## src/rtl/fifo_pkg.sv

```systemverilog
// Shared definitions for the FIFO read-side serializer: state encoding and
// the helper that picks one output slice out of a held word.
package fifo_pkg;

  // Widest word the slice helper accepts; wider words are rejected at elaboration.
  localparam int SER_MAX_W = 512;

  typedef enum logic {S_EMPTY, S_ACTIVE} ser_state_t;

  // Returns the held word shifted so that slice idx sits in the low bits.
  // With msb_first set, idx 0 maps to the most significant slice.
  function automatic logic [SER_MAX_W-1:0] ser_slice(
    input logic [SER_MAX_W-1:0] word,
    input int unsigned          idx,
    input logic                 msb_first,
    input int unsigned          out_width,
    input int unsigned          ratio
  );
    int unsigned sel;
    sel = msb_first ? (ratio - 1 - idx) : idx;
    return word >> (sel * out_width);
  endfunction

endpackage

```

## src/rtl/fifo_rd_serializer.sv

```systemverilog
// Pops one word at a time from a show-ahead FIFO and streams it out as
// RATIO narrow beats on a valid/ready interface, with no bubble between words.
module fifo_rd_serializer
  import fifo_pkg::*;
#(
  parameter int DATA_WIDTH = 32,
  parameter int OUT_WIDTH  = 8,
  parameter int MSB_FIRST  = 0
) (
  input  logic                  clk,
  input  logic                  rst_n,
  input  logic                  empty_i,
  output logic                  rden_o,
  input  logic [DATA_WIDTH-1:0] rdata_i,
  output logic                  valid_o,
  input  logic                  ready_i,
  output logic [OUT_WIDTH-1:0]  data_o,
  output logic                  last_o,
  output logic                  idle_o
);

  localparam int RATIO = DATA_WIDTH / OUT_WIDTH;
  localparam int CNT_W = (RATIO > 1) ? $clog2(RATIO) : 1;
  localparam logic [CNT_W-1:0] CNT_LAST = CNT_W'(RATIO - 1);

  generate
    if ((OUT_WIDTH <= 0) || (DATA_WIDTH % OUT_WIDTH != 0) || (RATIO < 2)) begin : g_bad_ratio
      $error("fifo_rd_serializer: DATA_WIDTH must be a multiple of OUT_WIDTH with ratio >= 2");
    end
    if (DATA_WIDTH > SER_MAX_W) begin : g_bad_width
      $error("fifo_rd_serializer: DATA_WIDTH exceeds SER_MAX_W");
    end
  endgenerate

  ser_state_t            state, state_nxt;
  logic [DATA_WIDTH-1:0] word_buf, word_buf_nxt;
  logic [CNT_W-1:0]      cnt, cnt_nxt;
  logic                  hs;
  logic                  load;
  logic [SER_MAX_W-1:0]  slice_word;
  logic                  unused_slice_bits;

  assign valid_o = (state == S_ACTIVE);
  assign idle_o  = (state == S_EMPTY);
  assign last_o  = valid_o & (cnt == CNT_LAST);
  assign hs      = valid_o & ready_i;

  // A word is popped when nothing is held, or when the final beat of the held
  // word leaves this cycle; reset and an empty FIFO both block the pop.
  assign load   = rst_n & ~empty_i & (idle_o | (hs & last_o));
  assign rden_o = load;

  assign slice_word        = ser_slice(SER_MAX_W'(word_buf), 32'(cnt), MSB_FIRST != 0,
                                       OUT_WIDTH, RATIO);
  assign data_o            = slice_word[OUT_WIDTH-1:0];
  assign unused_slice_bits = ^slice_word[SER_MAX_W-1:OUT_WIDTH];

  // Next-state: load a new word, step through its beats, or fall back to empty.
  always_comb begin
    state_nxt    = state;
    word_buf_nxt = word_buf;
    cnt_nxt      = cnt;
    case (state)
      S_EMPTY: begin
        if (load) begin
          word_buf_nxt = rdata_i;
          cnt_nxt      = '0;
          state_nxt    = S_ACTIVE;
        end
      end
      S_ACTIVE: begin
        if (hs) begin
          if (!last_o) begin
            cnt_nxt = cnt + CNT_W'(1);
          end else if (load) begin
            word_buf_nxt = rdata_i;
            cnt_nxt      = '0;
          end else begin
            state_nxt = S_EMPTY;
            cnt_nxt   = '0;
          end
        end
      end
      default: begin
        state_nxt = S_EMPTY;
        cnt_nxt   = '0;
      end
    endcase
  end

  // State register with synchronous reset; reset drops any word being sent.
  always_ff @(posedge clk) begin
    if (!rst_n) begin
      state    <= S_EMPTY;
      word_buf <= '0;
      cnt      <= '0;
    end else begin
      state    <= state_nxt;
      word_buf <= word_buf_nxt;
      cnt      <= cnt_nxt;
    end
  end

  a_no_underflow: assert property (@(posedge clk) disable iff (!rst_n)
    !(rden_o && empty_i));

  a_stall_stable: assert property (@(posedge clk) disable iff (!rst_n)
    (valid_o && !ready_i) |=> ($stable(data_o) && $stable(last_o)));

endmodule
```

## config.mk

```make
export PLATFORM = sky130hd
export DESIGN_NAME = fifo_rd_serializer
export DESIGN_NICKNAME = d
export VERILOG_FILES = /design/src/rtl/fifo_pkg.sv /design/src/rtl/fifo_rd_serializer.sv
export SDC_FILE = /design/constraint.sdc
export NUM_CORES = 1
export LEC_CHECK = 0
export ABC_AREA = 1
export BUFFER_PORTS_ARGS = -buffer_cell sky130_fd_sc_hd__buf_2
export CORE_MARGIN = 8
export CORE_UTILIZATION = 55
export CTS_BUF_LIST = sky130_fd_sc_hd__clkbuf_16
export CTS_CLUSTER_DIAMETER = 40
export DETAILED_ROUTE_END_ITERATION = 8
export MAX_ROUTING_LAYER = met4
export PLACE_DENSITY_LB_ADDON = 0.2
export SETUP_SLACK_MARGIN = 0.02
export SLEW_MARGIN = 20
export SYNTH_ARGS = -nofsm -noshare
export SYNTH_HDL_FRONTEND = slang
export SYNTH_SLANG_ARGS = --single-unit
```

## constraint.sdc

```tcl
create_clock -name clk -period 3.8 [get_ports clk]
set_clock_uncertainty 0.2 [all_clocks]
set_input_delay 0.57 -clock clk [delete_from_list [all_inputs] [get_ports clk]]
set_output_delay 0.57 -clock clk [all_outputs]
set_load 0.02 [all_outputs]
```

==> impl_metrics.py <==
metrics = {
    "place": {
        "place_area_um2": 1973,
        "dpl_worst_slack_ns": 1.318,
        "gp_congestion": 0.8708,
        "dp_hpwl_um": 2836,
        "portBuffers": 47,
        "dpl.cell_count": 353,
    },
    "layout": {
        "drive_gt1_share_pct": 19.37,
        "final_common_cell": "nand2_1",
        "design_area_um2": 2102,
        "n_antenna_cell": 0,
        "nNetsFinal": 353,
        "final_cell_mix": "98 x nand2_1, 47 x buf_2, 41 x inv_1",
        "multi_input_area_um2": 798.3,
        "seq_area_um2": 700.7,
        "fillers": 281,
        "area_growth_pct": 19.57,
        "final_cells": 359,
    },
    "sta": {
        "tightest_slew_ns": 0.4863,
        "final-hold-violation-count": 0,
        "slew_violations": 0,
        "tns_ns": 0,
        "fin_ws_ns": 1.239,
        "holdWs_ns": 0.3114,
        "layout_min_cycle_time_ns": 2.561,
        "max_freq_mhz": 390.5,
        "max-slew-margin-rel_pct": 67.54,
        "setup_violations": 0,
        "rsz0062_at_grt": "no",
        "finalCritPeriodShare_pct": 67.38,
    },
    "global_routing": {
        "grt_use_total_pct": 17.19,
        "overflow": 0,
        "grt_pass1_vias": 1568,
        "grt_max_degree": 35,
        "antenna_found_initial": 0,
        "grt_pass1_wl_um": 7010,
    },
    "synth": {
        "ys_seq_area_share_pct": 39.86,
        "syn_nets": 312,
        "syn_area_per_cell_um2": 6.392,
        "synth_mux_area_share_pct": 0,
        "synthCells": 275,
        "ys_warn_count": 0,
        "synth_xor_area_share_pct": 0,
        "synth_top_family_by_area": "simple AND/OR/NAND/NOR gates",
        "synth-simple-area-share_pct": 35.94,
        "synth_cell_types": 18,
        "ys_ff_latch": 35,
        "synth-compound-area-share_pct": 8.754,
        "synth_fa_ha_area_share_pct": 0.7117,
        "syn_area_um2": 1758,
    },
    "route": {
        "route.met3.wl_um": 249,
        "drt-total-wl_um": 4242,
        "antenna_left": 0,
        "drtPass1Iterations": 4,
        "routed_via_density": 4.797,
        "wl_met2_um": 1950,
        "via_count": 1722,
        "drtIter0Drc": 160,
        "drt-met1-wl_um": 1972,
        "drcViolationCount": 0,
        "routedWlPerCell_um": 11.82,
        "highest_layer": "met4",
    },
    "pwr": {
        "vdd_ir_drop_max_mv": 0.2983,
        "p_per_area_nw_per_um2": 432.0,
        "leakage_nw": 1.314,
    },
    "floorplanning": {
        "fp-row-count": 20,
        "io_pins": 48,
        "die_w_um": 72.54,
        "core_area_um2": 3053,
        "dieArea_um2": 5261,
        "chipHeight_um": 72.54,
        "start_util_pct": 57.58,
    },
    "setup_path": {
        "r2r_cells": 6,
        "r2r_start": "cnt[1]",
        "cp-start-kind": "register",
        "rr_endpoint": "word_buf[10]",
        "cp.arrival_ns": 1.79,
        "end_kind": "output pin",
        "crit_end": "rden_o",
        "crit_required_ns": 3.03,
        "r2r_slack_ns": 1.92,
        "crit_fanout": 33,
        "criticalPathCategory": "reg -> out",
        "crit_path_start": "cnt[1]",
    },
    "clock_network": {
        "clockRootBuffer": "clkbuf_16",
        "clk_pin_slew_ns": 0.05,
        "tritoncts": "yes",
        "post-cts-setup-buffers": 0,
        "cts_resized": 0,
        "htreeDepth": 2,
        "numCtsBuffers": 5,
        "clock-sinks": 35,
        "cts_hold_buf": 0,
        "clock_latency_ns": 0.27,
        "ctsLongestPathBuffers": 2,
    },
    "job": {
        "maxCapViolCount": 0,
    },
    "worst_hold_path": {
        "worstHoldPathType": "reg -> reg",
    },
    "status": {
        "status": "finished clean",
    },
}
registers in the layout, summed over array words and instances (netlist names):
signal and cells:
word_buf 32, cnt 2, valid_o 1
cells in the mapped netlist (all sizes together):
library cell / number / area share [%]
nand2: 100 / 22
o22ai: 8 / 2.8
clkbuf: 5 / 1.1
a21oi: 3 / 0.85
o21ai: 17 / 5.1
nand3: 36 / 10
buf: 12 / 4.9
inv: 41 / 8.8
nor2: 17 / 3.8
ha: 1 / 0.71
dfxtp: 35 / 40
stage by stage:
step                power [mW]  util [%]
finish                  0.9080     68.85
global route            0.9518     68.85
CTS                     0.9147     68.85
detailed placement      0.5461     64.63
global placement        0.5431     64.63
floorplan               0.5030         -
layer usage:
| layer | vias to the layer above | global-route usage, % |
|---|---|---|
| li1 | 924 | - |
| met1 | 746 | 21.04 |
| met2 | 44 | 25.55 |
| met3 | 8 | 5.923 |
| met4 | 0 | 6.000 |
| met5 | - | - |
worst max-delay path: stages (launching register included):
cell and delay (ns):
dfxtp_1 0.52, ha_1 0.24, inv_1 0.07, o21ai_2 0.19
nand2_4 0.23, inv_1 0.10, buf_2 0.16
final cells by class:
type                    count  share of cell area (%)
multi-input cells         182                   37.98
flip-flops and latches     35                   33.33
repair buffers             51                   12.62
inverters                  41                   7.321
clock buffers               5                   5.952
well taps                  44                   2.619
clock inverters             1                  0.1786
worst min path at each step:
| stage | from | endpoint | depth (start not counted) |
|---|---|---|---|
| final | word_buf[13] | word_buf[13] | 4 |
| after detailed placement | word_buf[13] | word_buf[13] | 4 |
| after CTS | rdata_i[1] | word_buf[1] | 3 |
| after global routing | rdata_i[6] | word_buf[6] | 3 |
| after global placement | word_buf[10] | word_buf[10] | 4 |
| after floorplan | word_buf[10] | word_buf[10] | 4 |
power breakdown:
| part | internal, mW | switching [mW] |
|---|---|---|
| sequential | 0.393 | 0.0141 |
| clock | 0.232 | 0.137 |
| combinational | 0.0495 | 0.0822 |
| total | 0.675 | 0.233 |
kinds of logic (layout without fill, tap and decap cells):
| family | after synthesis | after routing |
|---|---|---|
| adders and majority gates | 1 | 1 |
| AOI/OAI and AO/OA | 28 | 28 |
| and+or+nand+nor | 153 | 153 |
| DFF | 35 | 35 |
| buffers and inverters | 58 | 98 |
Note: power is estimated with default switching activity, not from simulation.
